$ cat config.mk
export PLATFORM = sky130hd
export DESIGN_NAME = jk_counter_ctrl
export DESIGN_NICKNAME = d
export VERILOG_FILES = /design/src/rtl/jk_ctrl_pkg.sv /design/src/rtl/jk_ff.sv /design/src/rtl/jk_counter_ctrl.sv
export SDC_FILE = /design/constraint.sdc
export NUM_CORES = 1
export LEC_CHECK = 0
export BUFFER_PORTS_ARGS = -buffer_cell sky130_fd_sc_hd__buf_2
export CAP_MARGIN = 15
export CORE_MARGIN = 4
export CORE_UTILIZATION = 37
export CTS_CLUSTER_DIAMETER = 100
export DETAILED_ROUTE_END_ITERATION = 7
export HOLD_SLACK_MARGIN = 0.05
export PLACE_DENSITY_LB_ADDON = 0.08
export SYNTH_ARGS = -nofsm -noshare
export SYNTH_HDL_FRONTEND = slang
export SYNTH_SLANG_ARGS = --single-unit
$ cat constraint.sdc
create_clock -name clock -period 3.6 [get_ports clock]
set_clock_uncertainty 0.2 [all_clocks]
set_input_delay 0.18 -clock clock [delete_from_list [all_inputs] [get_ports clock]]
set_output_delay 0.18 -clock clock [all_outputs]
set_load 0.05 [all_outputs]
$ cat src/rtl/jk_ctrl_pkg.sv
// ---------------------------------------------------------------------------
// jk_ctrl_pkg
// Shared types and helpers for the JK flip-flop counter controller.
//   state_e    : controller states (IDLE, RUN, PAUSE, CLEAR)
//   jk_pair_t  : per-bit J and K vectors, MAX_WIDTH bits each
//   jk_excite  : J/K excitation that moves a bank from q to target t
//   mod_step   : next count value for a mod-N up/down counter
// Helpers work on MAX_WIDTH-bit vectors. Callers zero-extend their operands
// and slice the result back down to the bank width.
// ---------------------------------------------------------------------------
package jk_ctrl_pkg;

    localparam int unsigned MAX_WIDTH = 32;

    typedef enum logic [1:0] {
        IDLE  = 2'd0,
        RUN   = 2'd1,
        PAUSE = 2'd2,
        CLEAR = 2'd3
    } state_e;

    typedef struct packed {
        logic [MAX_WIDTH-1:0] j;
        logic [MAX_WIDTH-1:0] k;
    } jk_pair_t;

    // Set only the bits that must rise and reset only the bits that must
    // fall. J and K are therefore never both high on one bit, so the bank
    // never sees a toggle request.
    function automatic jk_pair_t jk_excite(input logic [MAX_WIDTH-1:0] q,
                                           input logic [MAX_WIDTH-1:0] t);
        jk_pair_t r;
        r.j = ~q & t;
        r.k = q & ~t;
        return r;
    endfunction

    // Returns 0 for an out-of-range count. Such a count can occur only when
    // the modulus is below 2^WIDTH.
    function automatic logic [MAX_WIDTH-1:0] mod_step(input logic [MAX_WIDTH-1:0] count,
                                                      input logic                 up_dn,
                                                      input logic [MAX_WIDTH-1:0] modulus);
        logic [MAX_WIDTH-1:0] r;
        if (count >= modulus) begin
            r = '0;
        end else if (up_dn) begin
            r = (count == modulus - 1) ? '0 : count + 1;
        end else begin
            r = (count == '0) ? modulus - 1 : count - 1;
        end
        return r;
    endfunction

endpackage

$ cat src/rtl/jk_ff.sv
// ---------------------------------------------------------------------------
// jk_ff
// A single JK flip-flop with an asynchronous active-low reset.
//   J, K    : excitation inputs (00 hold, 01 reset, 10 set, 11 toggle)
//   clock   : rising-edge clock
//   reset_n : asynchronous active-low reset, forces q to 0
//   q       : flip-flop output
// ---------------------------------------------------------------------------
module jk_ff (
    input  logic J,
    input  logic K,
    input  logic clock,
    input  logic reset_n,
    output logic q
);

    logic q_q;
    logic q_d;

    always_comb begin
        q_d = q_q;
        unique case ({J, K})
            2'b00:   q_d = q_q;
            2'b01:   q_d = 1'b0;
            2'b10:   q_d = 1'b1;
            default: q_d = ~q_q;
        endcase
    end

    always_ff @(posedge clock or negedge reset_n) begin
        if (!reset_n) begin
            q_q <= 1'b0;
        end else begin
            q_q <= q_d;
        end
    end

    assign q = q_q;

endmodule

$ cat src/rtl/jk_counter_ctrl.sv
// ---------------------------------------------------------------------------
// jk_counter_ctrl
// Drives a bank of WIDTH JK flip-flops so that the bank counts modulo
// MODULUS, up or down, with run, pause and clear control, a synchronous
// load and a terminal-count flag. This block owns every J and K line.
//   clock    : system clock, rising edge
//   reset_n  : asynchronous active-low reset
//   start    : begin or resume counting (level)
//   stop     : pause while running, clear while paused (level, wins over start)
//   up_dn    : 1 = count up, 0 = count down
//   load     : load load_val this cycle (clamped to MODULUS-1), wins over stop/start
//   load_val : value to load
//   count    : flip-flop bank outputs
//   j_vec    : J inputs driven to the bank
//   k_vec    : K inputs driven to the bank
//   tc       : high while the next RUN edge will wrap
//   busy     : high in any state other than IDLE
// MODULUS must satisfy 2 <= MODULUS <= 2^WIDTH, with WIDTH < 32.
// ---------------------------------------------------------------------------
module jk_counter_ctrl
    import jk_ctrl_pkg::*;
#(
    parameter int unsigned WIDTH   = 4,
    parameter int unsigned MODULUS = 10
) (
    input  logic             clock,
    input  logic             reset_n,
    input  logic             start,
    input  logic             stop,
    input  logic             up_dn,
    input  logic             load,
    input  logic [WIDTH-1:0] load_val,
    output logic [WIDTH-1:0] count,
    output logic [WIDTH-1:0] j_vec,
    output logic [WIDTH-1:0] k_vec,
    output logic             tc,
    output logic             busy
);

    localparam logic [MAX_WIDTH-1:0] MOD_EXT  = MAX_WIDTH'(MODULUS);
    localparam logic [MAX_WIDTH-1:0] LAST_EXT = MAX_WIDTH'(MODULUS - 1);
    localparam logic [WIDTH-1:0]     LAST_W   = WIDTH'(MODULUS - 1);

    state_e               state_q, state_d;
    logic [WIDTH-1:0]     q_w;
    logic [WIDTH-1:0]     target;
    logic [WIDTH-1:0]     j_w, k_w;
    logic [WIDTH-1:0]     step_w, load_tgt_w;
    logic [MAX_WIDTH-1:0] q_ext, lv_ext, step_ext, load_tgt_ext;
    logic                 clear_all;
    jk_pair_t             exc;

    // ------------------------------------------------------------------
    // Flip-flop bank
    // ------------------------------------------------------------------
    for (genvar gi = 0; gi < WIDTH; gi++) begin : g_bank
        jk_ff u_ff (
            .J       (j_w[gi]),
            .K       (k_w[gi]),
            .clock   (clock),
            .reset_n (reset_n),
            .q       (q_w[gi])
        );
    end

    // ------------------------------------------------------------------
    // Candidate targets
    // ------------------------------------------------------------------
    assign q_ext        = MAX_WIDTH'(q_w);
    assign lv_ext       = MAX_WIDTH'(load_val);
    assign step_ext     = mod_step(q_ext, up_dn, MOD_EXT);
    assign load_tgt_ext = (lv_ext >= MOD_EXT) ? LAST_EXT : lv_ext;
    assign step_w       = step_ext[WIDTH-1:0];
    assign load_tgt_w   = load_tgt_ext[WIDTH-1:0];

    // ------------------------------------------------------------------
    // Controller state register
    // ------------------------------------------------------------------
    always_ff @(posedge clock or negedge reset_n) begin
        if (!reset_n) begin
            state_q <= IDLE;
        end else begin
            state_q <= state_d;
        end
    end

    // ------------------------------------------------------------------
    // Next state, target and excitation
    // The default target equals the current count, so the bank holds
    // (J=K=0) unless a branch below selects a different value.
    // ------------------------------------------------------------------
    always_comb begin
        state_d   = state_q;
        target    = q_w;
        clear_all = 1'b0;

        unique case (state_q)
            IDLE: begin
                if (load) begin
                    target = load_tgt_w;
                end else if (!stop && start) begin
                    state_d = RUN;
                end
            end
            RUN: begin
                if (load) begin
                    target = load_tgt_w;
                end else if (stop) begin
                    state_d = PAUSE;
                end else begin
                    target = step_w;
                end
            end
            PAUSE: begin
                if (load) begin
                    target = load_tgt_w;
                end else if (stop) begin
                    state_d = CLEAR;
                end else if (start) begin
                    state_d = RUN;
                end
            end
            CLEAR: begin
                clear_all = 1'b1;
                state_d   = IDLE;
            end
            default: begin
                state_d = IDLE;
            end
        endcase

        exc = jk_excite(MAX_WIDTH'(q_w), MAX_WIDTH'(target));

        if (clear_all) begin
            j_w = '0;
            k_w = '1;
        end else begin
            j_w = exc.j[WIDTH-1:0];
            k_w = exc.k[WIDTH-1:0];
        end
    end

    // ------------------------------------------------------------------
    // Outputs
    // The observed J/K lines are gated by reset_n. This holds them at 0
    // for the whole reset, even if load is asserted during it. The bank
    // itself is held at 0 by its own asynchronous reset.
    // ------------------------------------------------------------------
    assign count = q_w;
    assign j_vec = reset_n ? j_w : '0;
    assign k_vec = reset_n ? k_w : '0;
    assign tc    = (state_q == RUN) && !load && (q_w == (up_dn ? LAST_W : '0));
    assign busy  = (state_q != IDLE);

endmodule
==> reports/metrics.yaml, run 1 <==
post-synth-top-count-cell: "nor2_1"
grt_antenna_before_repair: 0
avgSynthCellArea_sq_um: 7.74
start_util_pct: 38.7
netlist_area_sq_um: 751
syn-num-nets: 107
path_max_fanout: 13
yosys-top-cells-count: "nor2_1 (13), o21ai_0 (8), inv_1 (7), dfrtp_1 (6), buf_4 (5)"
slowest_stage: "dfrtp_1"
slew_viol_final: 0
fp-row-count: 16
synthDistinctLibCells: 47
wl_met3_um: 68
die_width_um: 53.0
syn_inst: 97
place_congestion: 0.786
numPortBuffers: 23
die_h_um: 53.0
met1_length_um: 881
timing.final.crit_share_pct: 74.8
drive_gt1_share_pct: 29.2
h-tree-depth: 1
cts_num_sinks: 6
highest_layer: "met3"
fin_util_pct: 44.3
worst-setup-path-type: "reg -> out"
synth_top_area_share_pct: 20.0
drt-pass1-iter-count: 4
fmax_ghz: 0.371
synthArstFlopShare_pct: 100
crit_family: "compound AO/OA/AOI/OAI gates"
clkTransAtPathRegs_ps: 50
grt_pass1_wl_um: 3140
fin_setup_tns_ps: 0
synth_ff_type: "dfrtp_1"
ioPinCount: 24
root_buffer: "clkbuf_4"
crit_chain: "nor4b_1 -> o2bb2ai_1 -> o21bai_1 -> a2111oi_2 -> buf_2"
vdd_ir_drop_max_mv: 0.557
cts_buffers: 3
yosys-top-cells-area: "dfrtp_1 (20%), nor2_1 (6.5%), o21ai_0 (5.3%)"
hpwl_um: 1460
cpPeakStageDelay_ps: 600
hp-class: "in -> reg"
synth_top_area_cell: "dfrtp_1"
synth_edf_count: 0
yosysWarnings: 0
insertion_delay_ps: 240
areaGrowthSynthToFinish_pct: 14.7
worst-endpoint-required_ps: 3220
fillers: 221
relSlewSlack_pct: 65.4
yosysSeqAreaShare_pct: 20.0
wl_um: 1940
crit_path_start_kind: "flop"
final_area_sq_um: 861
dr.first_iter.drc_count: 10
worst_pin_slew_ps: 519
drcViolationCount: 0
ctsLongestPathBuffers: 2
p_total_mw: 0.763
rsz0062_at_grt: "false"
wl_per_cell_um: 13.8
via_per_inst: 5.56
core_sq_um: 1940
period_needed_ps: 2690
grt-ovfl-total: 0
nets: 125
post_cts_buffers: 0
die_area_sq_um: 2810
endpoint_kind: "primary output"
grt_pass1_vias: 687
num_vias: 778
grt_max_degree: 17
finalHoldViolations: 0
leakage_nw: 0.390
maxCapViolations: 0
ys_ff_latch: 6
status: "completed"
grt_use_total_pct: 14.8
route.met2.wl_um: 987
powerDensity_nw_per_um2: 887
crit_buf_inv: 1
diodes: 0
setup_viol: 0
place_area_sq_um: 818
cts_tree: "built"
critical_path_arrival_ps: 2310
drtAntennaViolNets: 0
==> worst register-to-register path: stages (launching register included) <==
cell and delay (ps):
dfrtp_1 560, nor3_1 390, a2111oi_4 100, o41ai_1 460, nor2_1 110
==> final cells by class <==
type / instances / area, sq um / share of cell area (%)
flip-flops and latches: 6 / 150 / 17.4
inverters: 7 / 26.3 / 3.05
multi-input cells: 72 / 493 / 57.3
well taps: 27 / 33.8 / 3.92
repair buffers: 25 / 135 / 15.7
clock buffers: 3 / 22.5 / 2.62
==> path summary, 6_finish.rpt <==
| check | from | endpoint | slack, ps | depth (start not counted) |
|---|---|---|---|---|
| min in group asynchronous | reset_n | g_bank[3].u_ff.q$_DFFE_PN0P_ | 140 | 2 |
| setup / recovery | g_bank[3].u_ff.q$_DFFE_PN0P_ | j_vec[2] | 910 | 5 |
| hold reg to reg | state_q[1]$_DFFE_PN0P_ | state_q[0]$_DFFE_PN0P_ | 480 | 2 |
| setup reg to reg | g_bank[0].u_ff.q$_DFFE_PN0P_ | g_bank[2].u_ff.q$_DFFE_PN0P_ | 1660 | 4 |
| hold / removal | stop | state_q[1]$_DFFE_PN0P_ | 110 | 3 |
| max in group asynchronous | reset_n | state_q[1]$_DFFE_PN0P_ | 2850 | 2 |
==> state kept, by name (all words and copies together) (netlist names) <==
register       cells
g_bank.u_ff.q      4
state_q            2
==> per-layer routing <==
layer	global-route usage, %	vias up
met2	25.4	17
met3	3.38	0
met1	20.1	366
met5	0	-
li1	-	395
met4	0	0
==> per-stage QoR <==
step           instances  hold WS [ps]  setup slack (ps)
4_1_cts              140           106               893
2_1_floorplan         97          -316               418
3_5_place_dp         135          -141              1160
3_3_place_gp         135          -142              1180
6_report             140           115               908
5_1_grt              140           140               669
==> cells in the final DEF (no fill, tap or decap), drive strengths merged, types with 2 or more instances in the layout <==
cell         instances
a2111oi              3
a21boi               2
a31oi                3
buf                 23
clkbuf               3
dfrtp                6
dlygate4sd3          2
inv                  7
nand2                4
nand2b               2
nor2                13
nor2b                2
nor3                 4
o21ai                8
o21bai               2
==> cell families after synthesis <==
| logic type | Yosys count | synth area share (%) |
|---|---|---|
| DFF | 6 | 20.0 |
| and+or+nand+nor | 37 | 27.2 |
| AOI/OAI and AO/OA | 34 | 37.2 |
| xor gates and xnor gates | 1 | 1.17 |
| buffers and inverters | 19 | 14.5 |
==> what timing repair did <==
| item | CTS | global route |
|---|---|---|
| resized for setup | 0 | 0 |
| hold buffers | 2 | 0 |
| endpoints found under the hold margin | 7 | 0 |
| setup endpoints to repair | 0 | 0 |
==> power breakdown <==
group	internal [mW]	switching (mW)
Combinational	0.154	0.343
Clock	0.0377	0.0239
Sequential	0.0981	0.107
No activity file was read; power rests on OpenSTA's default activity.
==> inputs of run 2 (changes only) <==
Settings changed: ABC_AREA set to 1.
Clock period 3.6 ns to 2.74 ns, I/O delays scaled along.
==> run 2 against run 1 <==
Compared with the run above: critical path depth grew 4; via count grew 9.3%; count of clock-buffer cells in the layout is the same; power grew 55%; highest routed layer is now met4.
==> reports/metrics.yaml, run 2 <==
status: "completed"
yosysSeqAreaShare_pct: 21.5
powerDensity_nw_per_um2: 1400
grt_pass1_wl_um: 3240
final_common_cell: "nand2_1"
grt_max_degree: 14
ctsLongestPathBuffers: 2
final_area_sq_um: 842
yosys-top-cells-count: "nand2_1 (38), inv_1 (15), nand3_1 (13), nor2_1 (12), a21oi_1 (9)"
dr.first_iter.drc_count: 16
core_sq_um: 1760
worst-setup-path-type: "reg -> out"
drt-pass1-iter-count: 4
finalHoldViolations: 0
netlist_area_sq_um: 698
drive_gt1_share_pct: 24.0
root_buffer: "clkbuf_4"
fin_cells: 171
num_vias: 850
die_area_sq_um: 2650
cts-resized-gates: 0
synthAdderAreaFrac_pct: 0
synth_ff_type: "dfrtp_1"
crit_path_start_kind: "flop"
critical_path_arrival_ps: 1780
drcViolationCount: 0
whs_ps: 89.6
cts_tree: "built"
fin_setup_tns_ps: 0
die_h_um: 51.4
via_per_inst: 4.97
grt_use_total_pct: 15.9
worst-endpoint-required_ps: 2400
syn-num-nets: 134
largest_register_ffs: 4
dp_cells: 167
rsz0062_at_grt: "false"
synthDistinctLibCells: 21
synth_edf_count: 0
avgSynthCellArea_sq_um: 5.63
hold_buffers: 1
ioPinCount: 24
period_needed_ps: 2120
synth-xor-area-share_pct: 1.25
numPortBuffers: 23
cts_buffers: 3
synth.area.mux_share_pct: 0
fillers: 216
syn_inst: 124
wl_um: 1920
nets: 158
hpwl_um: 1550
grt-ovfl-total: 0
h-tree-depth: 1
start_util_pct: 39.6
wl_per_cell_um: 11.2
grt_pass1_vias: 761
fmax_ghz: 0.472
synth_top_area_share_pct: 21.5
slew_viol_final: 0
mostFrequentLayoutCells: "nand2_1 (38), buf_2 (23), inv_1 (15)"
grt_antenna_before_repair: 0
path_max_fanout: 8
cts_num_sinks: 6
maxCapViolations: 0
hp-class: "in -> async"
timing.final.crit_share_pct: 77.4
post-synth-top-count-cell: "nand2_1"
synthArstFlopShare_pct: 100
vdd_ir_drop_max_mv: 0.524
place_congestion: 0.762
post_cts_buffers: 0
synth_top_family_by_area: "simple AND/OR/NAND/NOR gates"
setup_viol: 0
synth_compound_area_share_pct: 20.3
synth_top_area_cell: "dfrtp_1"
die_width_um: 51.4
synth-simple-area-share_pct: 42.3
insertion_delay_ps: 250
leakage_nw: 0.488
diodes: 0
worst_pin_slew_ps: 358
areaGrowthSynthToFinish_pct: 20.6
relSlewSlack_pct: 75.9
place_area_sq_um: 810
fp-row-count: 15
drtAntennaViolNets: 0
clkTransAtPathRegs_ps: 50
ys_ff_latch: 6
endpoint_kind: "primary output"
yosys-top-cells-area: "dfrtp_1 (22%), nand2_1 (20%), nand3_1 (9.3%)"
yosysWarnings: 0
run 2: logic make-up (layout without fill, tap and decap cells):
group,after synthesis,in the layout
AND/OR/NAND/NOR,69,69
flip-flops,6,6
XOR/XNOR,1,1
AO/OA/AOI/OAI,25,25
buffers and inverters,23,45
run 2: routing by layer:
metal  wire length, um  track usage, %  vias up
met2               891            26.1       24
met3               125            1.75        2
met4                11            6.55        0
met5                 0               0        -
met1               895            21.1      382
li1                  -               -      442
run 2: per-stage QoR:
step | power [mW] | util [%] | worst slack (ps)
floorplan | 0.953 | - | 520
global placement | 1.09 | 45.9 | 865
detailed placement | 1.09 | 45.9 | 866
CTS | 1.19 | 47.7 | 595
global route | 1.29 | 47.7 | 430
finish | 1.18 | 47.7 | 620
run 2: final timing paths:
| path | start | to | slack, ps | depth (start not counted) |
|---|---|---|---|---|
| worst max-delay path | g_bank[3].u_ff.q$_DFFE_PN0P_ | k_vec[2] | 620 | 9 |
| worst max register to register | g_bank[3].u_ff.q$_DFFE_PN0P_ | g_bank[2].u_ff.q$_DFFE_PN0P_ | 1200 | 7 |
| worst min register to register | state_q[0]$_DFFE_PN0P_ | g_bank[0].u_ff.q$_DFFE_PN0P_ | 430 | 1 |
| min in group clock | up_dn | g_bank[3].u_ff.q$_DFFE_PN0P_ | 90 | 4 |
| max in group asynchronous | reset_n | g_bank[1].u_ff.q$_DFFE_PN0P_ | 2040 | 2 |
| worst min-delay path | reset_n | state_q[1]$_DFFE_PN0P_ | 90 | 2 |
run 2: final cells by class:
class                   count  area (sq um)  area share, %
inverters                  18          67.6           8.02
multi-input cells          95           445           52.9
well taps                  25          31.3           3.71
clock buffers               3          22.5           2.67
repair buffers             24           125           14.9
flip-flops and latches      6           150           17.8
run 2: worst max-delay path, stage by stage (launching register included):
cell	delay, ps
dfrtp_1	490
inv_2	80
o21ai_1	250
inv_1	100
nand3_1	110
nand2_1	80
nand3_1	90
nand2_1	50
inv_1	40
buf_2	250
run 2: where the power goes:
part | internal [mW] | switching [mW] | total (mW)
registers | 0.135 | 0.0957 | 0.231
clock network | 0.0499 | 0.0373 | 0.0873
logic | 0.225 | 0.637 | 0.862
total | 0.410 | 0.770 | 1.18
==> inputs of run 3 (changes only) <==
Clock period 2.74 ns to 1.7 ns, I/O delays scaled along.
==> run 3 against run 2 <==
Compared with the run above: the run now ends with negative setup slack left; utilization grew 18 points; final area grew 38%; largest cell class unchanged; first-iteration DRC count shrank 25%; worst setup slack lost 830 ps; die area is the same; count of clock-buffer cells in the layout is the same; global-route usage grew 4.2 points; sequential share of layout area shrank 4.3 points; power grew 120%; cell count grew 12%; register-to-register slack lost 1100 ps; hold slack lost 38 ps.
==> reports/metrics.yaml, run 3 (same netlist as run 2, synthesis figures left out) <==
status: "finished, violations left"
violations: "negative setup slack"
grt_pass1_wl_um: 4040
grt_pass1_vias: 945
critical_path_arrival_ps: 1630
rsz0062_at_grt: "true"
maxCapViolations: 0
hp-class: "in -> async"
drcViolationCount: 0
nets: 178
period_needed_ps: 1910
crit_top_cell: "nor2_4"
cpPeakStageDelay_ps: 450
p_switching_mw: 1.49
num_vias: 912
worst-endpoint-required_ps: 1410
setup_viol: 9
crit_buf_inv: 1
ctsLongestPathBuffers: 2
die_h_um: 51.4
path_max_fanout: 5
final_common_cell: "nand2_1"
r2r_setup_slack_ps: 110
vdd_ir_drop_max_mv: 1.12
ioPinCount: 24
crit_path_start_kind: "flop"
clkTransAtPathRegs_ps: 50
die_area_sq_um: 2650
p_seq_share_pct: 14.3
numPortBuffers: 23
pre_cts_slack_ps: -113
reg2regPathDepth: 6
grt_use_total_pct: 20.1
cts_tree: "built"
drtAntennaViolNets: 0
grt_antenna_before_repair: 0
fin_setup_tns_ps: -1290
h-tree-depth: 1
drive_gt1_share_pct: 51.8
areaGrowthSynthToFinish_pct: 67.0
largest_register_ffs: 4
reg2reg_to: "g_bank[3].u_ff.q$_DFFE_PN0P_"
cts_num_sinks: 6
diodes: 0
fin_ws_ps: -214
worst_pin_slew_ps: 358
swShare_pct: 56.7
endpoint_kind: "primary output"
core_sq_um: 1760
r2r-start: "g_bank[1].u_ff.q$_DFFE_PN0P_"
fp-row-count: 15
leakage_nw: 0.603
relSlewSlack_pct: 75.9
wl_per_cell_um: 12.0
cts_buffers: 3
cell_internal_pwr_mw: 1.14
insertion_delay_ps: 250
slew_viol_final: 0
place_congestion: 0.865
crit_family: "flip-flops"
grt_max_degree: 14
p_comb_share_pct: 80.5
slowest_stage: "dfrtp_2"
whs_ps: 52.0
grt-ovfl-total: 0
root_buffer: "clkbuf_4"
place_area_sq_um: 932
crit_chain: "nor2_4 -> o21ai_2 -> a21oi_1 -> nand2_1 -> a21oi_2 -> nor2_4 -> buf_6"
final_area_sq_um: 1170
start_util_pct: 39.6
powerDensity_nw_per_um2: 2250
mostFrequentLayoutCells: "nand2_1 (31), buf_4 (18), buf_2 (14)"
finalHoldViolations: 0
wl_um: 2290
fmax_ghz: 0.522
worst-setup-path-type: "reg -> out"
via_per_inst: 4.77
drt-pass1-iter-count: 3
dr.first_iter.drc_count: 12
timing.final.crit_share_pct: 113
hpwl_um: 1700
power_frac_clock_pct: 5.2
die_width_um: 51.4
run 3: changes by cell type in the layout (fill, tap and decap cells not counted), sizes merged:
| cell | before | now |
|---|---|---|
| buf | 23 | 42 |
| clkinv | 1 | 0 |
| inv | 17 | 18 |
| dlygate4sd3 | 1 | 2 |
run 3: metrics by stage:
step                      std cells  total power [mW]  utilization, %
after floorplan                 124              1.62               -
after global routing            191              2.84            66.1
after global placement          178              2.04            52.8
after CTS                       190              2.55            64.8
final                           191              2.63            66.1
after detailed placement        178              2.05            52.8
run 3: how the worst max path moves through the flow:
| stage | startpoint | to | cells after the start |
|---|---|---|---|
| 6_report | g_bank[1].u_ff.q$_DFFE_PN0P_ | k_vec[3] | 7 |
| 2_1_floorplan | g_bank[0].u_ff.q$_DFFE_PN0P_ | tc | 4 |
| 3_3_place_gp | g_bank[1].u_ff.q$_DFFE_PN0P_ | j_vec[0] | 8 |
| 4_1_cts | g_bank[2].u_ff.q$_DFFE_PN0P_ | k_vec[3] | 7 |
| 3_5_place_dp | g_bank[1].u_ff.q$_DFFE_PN0P_ | j_vec[3] | 8 |
| 5_1_grt | g_bank[1].u_ff.q$_DFFE_PN0P_ | j_vec[2] | 8 |
run 3: worst reg2reg max path, stage by stage (launching register included):
cell and delay (ps):
dfrtp_2 450, nor2_4 180, o21ai_2 100, a21oi_1 130, nand2_1 110, a21oi_2 210, buf_4 140
run 3: per-layer routing:
layer | up-vias | wire, um | track usage, % | part of all wire, %
met3 | 4 | 104 | 2.92 | 4.5
met1 | 404 | 993 | 24.2 | 43
met5 | - | 0 | 0 | 0
li1 | 481 | - | - | -
met4 | 0 | 20 | 7.86 | 0.87
met2 | 23 | 1180 | 35.4 | 51
run 3: area by class of cell:
class | instances | area, sq um
Clock buffer | 3 | 22.5
Fill cell | 177 | 598
Inverter | 18 | 70.1
Multi-Input combinational cell | 95 | 539
Sequential cell | 6 | 158
Tap cell | 25 | 31.3
Timing Repair Buffer | 44 | 345
run 3: power by group through the flow:
| stage | registers, mW | logic (mW) | clock network [mW] |
|---|---|---|---|
| finish | 0.377 | 2.12 | 0.136 |
| global route | 0.393 | 2.30 | 0.146 |
| CTS | 0.358 | 2.05 | 0.137 |
| detailed placement | 0.356 | 1.69 | 0 |
| global placement | 0.355 | 1.68 | 0 |
| floorplan | 0.319 | 1.30 | 0 |
run 3: timing repair:
action	CTS	global route
setup endpoints to repair	9	9
resized for setup	39	9
endpoints found under the hold margin	7	0
pin swaps	8	4
hold buffers	2	0
buffers inserted	7	1
